==> config.mk <==
export PLATFORM = sky130hd
export DESIGN_NAME = gate_test_sequencer
export DESIGN_NICKNAME = d
export VERILOG_FILES = /design/src/rtl/gate_seq_pkg.sv /design/src/rtl/gate_seq_timer.sv /design/src/rtl/gate_test_sequencer.sv
export SDC_FILE = /design/constraint.sdc
export NUM_CORES = 1
export LEC_CHECK = 0
export ABC_AREA = 1
export CAP_MARGIN = 30
export CORE_MARGIN = 8
export CORE_UTILIZATION = 50
export CTS_CLUSTER_SIZE = 24
export DETAILED_ROUTE_END_ITERATION = 7
export PLACE_DENSITY_LB_ADDON = 0.12
export SLEW_MARGIN = 15
export SYNTH_ARGS = -nofsm -noshare
export SYNTH_HDL_FRONTEND = slang
export SYNTH_SLANG_ARGS = --single-unit
==> constraint.sdc <==
create_clock -name clk -period 4.5 [get_ports clk]
set_input_delay 0.675 -clock clk [delete_from_list [all_inputs] [get_ports clk]]
set_output_delay 0.675 -clock clk [all_outputs]
set_load 0.005 [all_outputs]
==> src/rtl/gate_seq_pkg.sv <==
// Shared types and constants for the gate self-test sequencer.
// Holds the FSM state encoding, the standard 2-input truth tables and the
// helper that sizes the settle timer.
package gate_seq_pkg;

  typedef enum logic [1:0] {
    IDLE   = 2'd0,
    SETTLE = 2'd1,
    CHECK  = 2'd2,
    DONE   = 2'd3
  } state_t;

  // Expected y indexed by {a,b}: bit0 is y for 00, bit3 is y for 11.
  localparam logic [3:0] TT_NAND = 4'b0111;
  localparam logic [3:0] TT_AND  = 4'b1000;
  localparam logic [3:0] TT_OR   = 4'b1110;
  localparam logic [3:0] TT_NOR  = 4'b0001;
  localparam logic [3:0] TT_XOR  = 4'b0110;
  localparam logic [3:0] TT_XNOR = 4'b1001;

  // The timer only ever holds HOLD_CYCLES-1, so clog2(HOLD_CYCLES) bits
  // suffice. The floor of 1 keeps HOLD_CYCLES=1 from giving a zero-width bus.
  function automatic int timer_width(input int hold);
    return ($clog2(hold) < 1) ? 1 : $clog2(hold);
  endfunction

endpackage

==> src/rtl/gate_seq_timer.sv <==
// Loadable down-counter used to time the settle window of each vector.
// Ports:
//   clk, rst_n  clock and asynchronous active-low reset (count clears to 0)
//   load        load load_val (takes priority over en)
//   en          decrement by one
//   load_val    reload value
//   zero        count is zero
module gate_seq_timer #(
  parameter int W = 4
) (
  input  logic         clk,
  input  logic         rst_n,
  input  logic         load,
  input  logic         en,
  input  logic [W-1:0] load_val,
  output logic         zero
);

  logic [W-1:0] count;

  always_ff @(posedge clk or negedge rst_n) begin
    if (!rst_n) begin
      count <= '0;
    end else if (load) begin
      count <= load_val;
    end else if (en) begin
      count <= count - W'(1);
    end
  end

  assign zero = (count == '0);

endmodule

==> src/rtl/gate_test_sequencer.sv <==
// On-chip self-test driver for a 2-input gate. Walks {a,b} through
// 00, 01, 10, 11, holds each vector for HOLD_CYCLES settle cycles plus one
// check cycle, compares y_dut against TRUTH and accumulates errors.
// Ports:
//   clk, rst_n  clock and asynchronous active-low reset
//   start       begin a run (honoured in IDLE or DONE only)
//   abort       synchronous return to IDLE, keeps err_cnt/fail_vec
//   y_dut       output of the gate under test
//   a, b        gate inputs, straight from the vector register
//   busy        high in SETTLE and CHECK
//   done, pass  run finished / finished with no mismatches
//   err_cnt     mismatch count 0..4
//   fail_vec    bit i set if vector i mismatched
module gate_test_sequencer
  import gate_seq_pkg::*;
#(
  parameter int         HOLD_CYCLES  = 10,
  parameter logic [3:0] TRUTH        = TT_NAND,
  parameter bit         STOP_ON_FAIL = 1'b0
) (
  input  logic       clk,
  input  logic       rst_n,
  input  logic       start,
  input  logic       abort,
  input  logic       y_dut,
  output logic       a,
  output logic       b,
  output logic       busy,
  output logic       done,
  output logic       pass,
  output logic [2:0] err_cnt,
  output logic [3:0] fail_vec
);

  localparam int TW = timer_width(HOLD_CYCLES);

  state_t     state, state_n;
  logic [1:0] vec, vec_n;
  logic [2:0] err_n;
  logic [3:0] fail_n;
  logic       t_load, t_en, t_zero, mismatch;

  gate_seq_timer #(.W(TW)) u_timer (
    .clk      (clk),
    .rst_n    (rst_n),
    .load     (t_load),
    .en       (t_en),
    .load_val (TW'(HOLD_CYCLES - 1)),
    .zero     (t_zero)
  );

  assign mismatch = (y_dut != TRUTH[vec]);

  always_comb begin
    state_n = state;
    vec_n   = vec;
    err_n   = err_cnt;
    fail_n  = fail_vec;
    t_load  = 1'b0;
    t_en    = 1'b0;
    if (abort && state != IDLE) begin
      // Abort wins over start and over a pending CHECK result.
      state_n = IDLE;
      vec_n   = 2'd0;
    end else begin
      case (state)
        IDLE, DONE: begin
          if (start) begin
            state_n = SETTLE;
            vec_n   = 2'd0;
            err_n   = 3'd0;
            fail_n  = 4'd0;
            t_load  = 1'b1;
          end
        end
        SETTLE: begin
          if (t_zero) state_n = CHECK;
          else        t_en    = 1'b1;
        end
        CHECK: begin
          if (mismatch) begin
            err_n      = err_cnt + 3'd1;
            fail_n[vec] = 1'b1;
          end
          if (vec == 2'd3 || (mismatch && STOP_ON_FAIL)) begin
            state_n = DONE;
          end else begin
            state_n = SETTLE;
            vec_n   = vec + 2'd1;
            t_load  = 1'b1;
          end
        end
        default: state_n = IDLE;
      endcase
    end
  end

  always_ff @(posedge clk or negedge rst_n) begin
    if (!rst_n) begin
      state    <= IDLE;
      vec      <= 2'd0;
      err_cnt  <= 3'd0;
      fail_vec <= 4'd0;
    end else begin
      state    <= state_n;
      vec      <= vec_n;
      err_cnt  <= err_n;
      fail_vec <= fail_n;
    end
  end

  assign a    = vec[1];
  assign b    = vec[0];
  assign busy = (state == SETTLE) || (state == CHECK);
  assign done = (state == DONE);
  assign pass = done && (err_cnt == 3'd0);

endmodule

==> results of run 1 <==
[logic make-up after synthesis]
| kind of cell | count (synthesis) |
|---|---|
| buf+inv | 22 |
| fa+ha+maj | 14 |
| xor+xnor | 2 |
| flops | 15 |
| compound gates | 7 |
| simple gates | 87 |
[layer usage]
layer,vias up,GRT usage [%],wire [um]
met1,423,15.7,1130
met5,-,0,0
met4,0,4.56,27
li1,499,-,-
met3,4,3.05,108
met2,22,17.3,1000
[worst max-delay path, cell delays in order (launching register included)]
cell	delay (ns)
dfrtp_1	0.50
inv_1	0.14
ha_1	0.38
clkdlybuf4s50_1	0.53
[worst paths after layout]
check,startpoint,to,cells after the start
setup / recovery,state[0]$_DFFE_PN0P_,busy,3
hold / removal,u_timer.count[0]$_DFFE_PN0P_,u_timer.count[0]$_DFFE_PN0P_,2
setup reg to reg,state[0]$_DFFE_PN0P_,u_timer.count[2]$_DFFE_PN0P_,8
hold reg to reg,u_timer.count[0]$_DFFE_PN0P_,u_timer.count[0]$_DFFE_PN0P_,2
max in group asynchronous,rst_n,u_timer.count[3]$_DFFE_PN0P_,1
min in group asynchronous,rst_n,fail_vec[1]$_DFFE_PN0P_,1
[Yosys cell counts]
cell type   n
inv_1      21
a21oi_1     2
nand2_2     1
nand3_2     2
o21ai_0     2
o21ai_1     1
inv_2       1
o211ai_2    1
nor2_1     16
o21ai_2     1
and2_4      1
nand3_1    15
nand2_1    47
nor3_1      1
ha_1       14
xnor2_1     1
nand4_1     3
xor2_1      1
dfrtp_1    15
nor2_2      1
[layout make-up]
cell class / instances / area (um2)
Sequential cell: 15 / 375
Inverter: 22 / 82.6
Timing Repair Buffer: 16 / 160
Multi-Input combinational cell: 110 / 616
Tap cell: 27 / 33.8
Clock buffer: 4 / 26.3
Fill cell: 183 / 708
[stage by stage]
stage | setup WS, ns | utilization (%) | total power [W] | hold WS, ns
final | 2.00 | 64.6 | 0.000668 | 0.507
after global routing | 1.86 | 64.6 | 0.000733 | 0.536
after CTS | 1.98 | 64.6 | 0.000670 | 0.506
after detailed placement | 2.31 | 63.3 | 0.000592 | 0.486
after global placement | 2.35 | 63.3 | 0.000573 | 0.469
after floorplan | 2.90 | - | 0.000470 | 0.379
[power by group through the flow]
stage               combinational (W)  sequential, W  clock (W)
floorplan                    0.000263       0.000207          0
global route                 0.000429       0.000218  0.0000861
finish                       0.000381       0.000210  0.0000775
detailed placement           0.000379       0.000213          0
CTS                          0.000380       0.000210  0.0000794
global placement             0.000364       0.000209          0
[state kept, by name, indices dropped and copies added (netlist names)]
name and flops:
err_cnt 3, vec 2, fail_vec 4, u_timer.count 4, state 2
==> results.yml, run 1 <==
detailed_routing:
  route.detailed.drc: 0
  ant_nets: 0
  wire_per_inst_um: 11.7
  avgViaCountPerCell: 4.89
  drt_iter0_drc: 24
  vias: 948
  routed_wl_um: 2270
  first_pass_iters: 4
final_layout:
  final_cells: 194
  nets: 187
  drive_above_1_share_pct: 6.59
  area_growth_pct: 20.5
  final_cell_mix: "47 x nand2_1, 21 x inv_1, 16 x nor2_1, 16 x clkdlybuf4s50_1"
  finalInstanceArea_um2: 1290
  antennaDiodeCount: 0
  final_common_cell: "nand2_1"
yosys:
  syn_area_um2: 1070
  synthXorXnorAreaFrac_pct: 1.63
  syn_nets: 166
  synth_top_family_by_area: "simple AND/OR/NAND/NOR gates"
  synth-simple-area-share_pct: 35.1
  synthMuxAreaShare_pct: 0
  netlist.area_leader.share_pct: 35.0
  ys_warn_count: 0
  synth.avg_cell_area_um2: 7.30
  yosysTopAreaCell: "dfrtp_1"
  synth_compound_area_share_pct: 4.31
  netlist_instances: 147
  ys_top_cells_by_area: "dfrtp_1 35%, nand2_1 16%, ha_1 16%, inv_1 7.3%, nand3_1 7.0%"
  synth.distinct_cells: 20
  ys_seq_elements: 15
  synth_fa_ha_area_share_pct: 16.3
  synth.yosys.seq_area_share_pct: 35.0
clock_tree:
  clock_latency_ns: 0.28
  cts-resized-gates: 0
  cts_tree: "done"
  cts_num_sinks: 15
  clock-root-buffer: "clkbuf_4"
  clk_pin_slew_ns: 0.09
  numCtsBuffers: 3
  clockBufferDepth: 2
  cts_setup_buffers: 0
  h-tree-depth: 1
  cts_hold_buf: 0
worst_setup_path:
  worstSetupStartpointType: "flop"
  cp_max_fo: 8
  worstPathRequired_ns: 3.83
  worstPathArrival_ns: 1.82
  path_class: "reg2out"
  r2r_slack_ns: 2.79
  critPathCaptureType: "output pin"
die:
  ios: 17
  dieArea_um2: 3890
  die_h_um: 62.3
  rows: 16
  start_util_pct: 53.6
  die_w_um: 62.3
  core_um2: 2000
sta:
  worstMarginPinSlew_ns: 0.709
  rsz0062_at_grt: "false"
  setup-tns-final_ns: 0
  finalSetupViolations: 0
  min_period_ns: 2.50
  slew_viol_final: 0
  fmax_mhz: 400
  final_hold_viol_count: 0
  fin_crit_sh_pct: 55.5
  slew_headroom_pct: 52.6
  skew_ns: 0.00199
grt:
  grt_use_total_pct: 11.7
  first_global_vias: 868
  antenna_found_initial: 0
  grt_start_max_net_pins: 16
  grt_pass1_wl_um: 3890
  grt.overflow.total: 0
placed_design:
  place_congestion: 0.903
  placed_cells: 190
  place_hpwl_um: 1790
  placed_area_um2: 1270
  port_buffers: 16
run:
  max_cap_violations: 0
pwr:
  ir_drop_v: 0.000361
  powerDensity_nw_per_um2: 517
  power_frac_clock_pct: 11.6
  internal_power_w: 0.000357
  p_sw_share_pct: 46.5
  pwr-share-seq_pct: 31.4
  p_sw_w: 0.000311
  p_comb_share_pct: 57.0
  p_leak_nw: 0.691
outcome:
  status: "complete, no violations"
worst_hold_path:
  hp-class: "reg2reg"
Note: power is estimated with default switching activity, not from simulation.
==> run 2: changes to the inputs <==
--- a/config.mk
+++ b/config.mk
@@ -8,7 +8,7 @@
 export ABC_AREA = 1
 export CAP_MARGIN = 30
 export CORE_MARGIN = 8
-export CORE_UTILIZATION = 50
+export CORE_UTILIZATION = 47
 export CTS_CLUSTER_SIZE = 24
 export DETAILED_ROUTE_END_ITERATION = 7
 export PLACE_DENSITY_LB_ADDON = 0.12
==> constraint.sdc (replaced) <==
create_clock -name clk -period 2.2 [get_ports clk]
set_input_delay 0.33 -clock clk [delete_from_list [all_inputs] [get_ports clk]]
set_output_delay 0.33 -clock clk [all_outputs]
set_load 0.005 [all_outputs]
==> run 2 against run 1 <==
Sequential power increased by 110%. Clock power up 110%. Wire length fell by 0.31%. Total power grew 110%. Worst hold slack got worse by 0.062 ns. Clock-buffer cell count fell by 1. First-iteration DRC count decreased by 17%. Final area rose by 0.39%. Largest power group unchanged. Highest routed layer is now met3.
==> results.yml, run 2 (synthesized netlist as in run 1, its figures left out) <==
worst_hold_path:
  hp-class: "in2async"
sta:
  slew_viol_final: 0
  final_hold_viol_count: 0
  rsz0062_at_grt: "false"
  min_period_ns: 2.10
  worstMarginPinSlew_ns: 0.676
  skew_ns: 0.00320
  whs_ns: 0.445
  setup_ws_ns: 0.105
  fmax_mhz: 477
  fin_crit_sh_pct: 95.2
  setup-tns-final_ns: 0
  finalSetupViolations: 0
  slew_headroom_pct: 54.8
final_layout:
  final_common_cell: "nand2_1"
  finalInstanceArea_um2: 1300
  final_cell_mix: "47 x nand2_1, 21 x inv_1, 16 x nor2_1, 16 x clkdlybuf4s50_1, 15 x nand3_1"
  nets: 187
  drive_above_1_share_pct: 8.38
  antennaDiodeCount: 0
  area_growth_pct: 21.0
  nFillCells: 200
  final_cells: 195
  reg.largest.list: "fail_vec (4), u_timer.count (4), err_cnt (3)"
run:
  max_cap_violations: 0
die:
  dieArea_um2: 4070
  rows: 17
  die_h_um: 63.8
  ios: 17
  core_um2: 2190
  start_util_pct: 49.0
  die_w_um: 63.8
worst_setup_path:
  cp_max_fo: 8
  worstPathArrival_ns: 1.77
  crit_path_cell_trace: "inv_1 > ha_1 > clkdlybuf4s50_1"
  critPathSlowestCell: "clkdlybuf4s50_1"
  critPathCaptureType: "output pin"
  path_class: "reg2out"
  cpPeakStageDelay_ns: 0.53
  r2r_slack_ns: 0.54
  worstSetupStartpointType: "flop"
  worstPathRequired_ns: 1.87
pwr:
  powerDensity_nw_per_um2: 1050
  p_comb_share_pct: 56.5
  p_leak_nw: 0.691
  power_frac_clock_pct: 12.0
  ir_drop_v: 0.000694
  p_sw_share_pct: 46.7
  internal_power_w: 0.000730
  p_sw_w: 0.000640
  pwr-share-seq_pct: 31.6
detailed_routing:
  routed_wl_um: 2260
  wire_per_inst_um: 11.6
  route.detailed.drc: 0
  drt_iter0_drc: 20
  avgViaCountPerCell: 4.94
  ant_nets: 0
  first_pass_iters: 6
  vias: 963
clock_tree:
  cts_num_sinks: 15
  clk_pin_slew_ns: 0.10
  clockBufferDepth: 2
  clock-root-buffer: "clkbuf_4"
  cts_tree: "done"
  h-tree-depth: 1
  numCtsBuffers: 3
  clock_latency_ns: 0.29
placed_design:
  port_buffers: 16
  placed_area_um2: 1270
  place_hpwl_um: 1790
  place_congestion: 0.900
  pre_cts_ws_ns: 0.320
  placed_cells: 191
grt:
  grt.overflow.total: 0
  antenna_found_initial: 0
  grt_use_total_pct: 11.9
  grt_start_max_net_pins: 16
  first_global_vias: 933
  grt_pass1_wl_um: 4020
outcome:
  status: "complete, no violations"
## run 2: changes by cell type in the layout (fill, tap and decap cells not counted), sizes merged
cell,delta
clkbuf,-1
clkinv,+1
## run 2: area by class of cell
cell class                      instances  area [um2]  share of cell area, %
Clock buffer                            3        22.5                   1.73
Multi-Input combinational cell        110         616                   47.4
Clock inverter                          1        5.00                  0.385
Inverter                               22        82.6                   6.36
Tap cell                               28        35.0                   2.70
Timing Repair Buffer                   16         160                   12.3
Sequential cell                        15         378                   29.1
## run 2: timing repair
item / 4_1_cts / 5_1_grt
setup endpoints to repair: 1 / 1
setup buffers: 0 / 0
hold buffers: 0 / 0
pin swaps: 0 / 0
gates resized for setup: 1 / 1
## run 2: worst paths after layout
kind | startpoint | end | cells past startpoint
worst max-delay path | state[0]$_DFFE_PN0P_ | busy | 3
worst min-delay path | rst_n | fail_vec[3]$_DFFE_PN0P_ | 1
worst max register to register | state[0]$_DFFE_PN0P_ | state[0]$_DFFE_PN0P_ | 9
worst min register to register | u_timer.count[0]$_DFFE_PN0P_ | u_timer.count[0]$_DFFE_PN0P_ | 2
max in group asynchronous | rst_n | state[0]$_DFFE_PN0P_ | 1
min in group clk | u_timer.count[0]$_DFFE_PN0P_ | u_timer.count[0]$_DFFE_PN0P_ | 2
## run 2: routing by layer
metal  share of wire (%)  global-route usage (%)  vias to the layer above
met1                  43                    12.7                      439
met2                  52                    21.7                       19
met3                 5.3                    3.48                        0
met5                   0                       0                        -
li1                    -                       -                      505
met4                   0                    3.62                        0
## run 2: power by group through the flow
| stage | combinational (W) | sequential, W | clock [W] |
|---|---|---|---|
| after CTS | 0.000778 | 0.000433 | 0.000167 |
| after floorplan | 0.000539 | 0.000423 | 0 |
| after global routing | 0.000893 | 0.000446 | 0.000181 |
| final | 0.000774 | 0.000433 | 0.000164 |
| after detailed placement | 0.000775 | 0.000435 | 0 |
| after global placement | 0.000747 | 0.000431 | 0 |
## run 2: metrics by stage
step	total power (W)	utilization, %
final	0.00137	59.3
after CTS	0.00138	59.2
after global routing	0.00152	59.3
after floorplan	0.000962	-
after detailed placement	0.00121	57.9
after global placement	0.00118	57.9
## run 2: worst max-delay path: cells and delay by family, from the launching register on
| family | cells | cell delay, ns |
|---|---|---|
| buffers and inverters | 2 | 0.64 |
| flip-flops | 1 | 0.46 |
| adder cells (fa/ha/maj) | 1 | 0.38 |
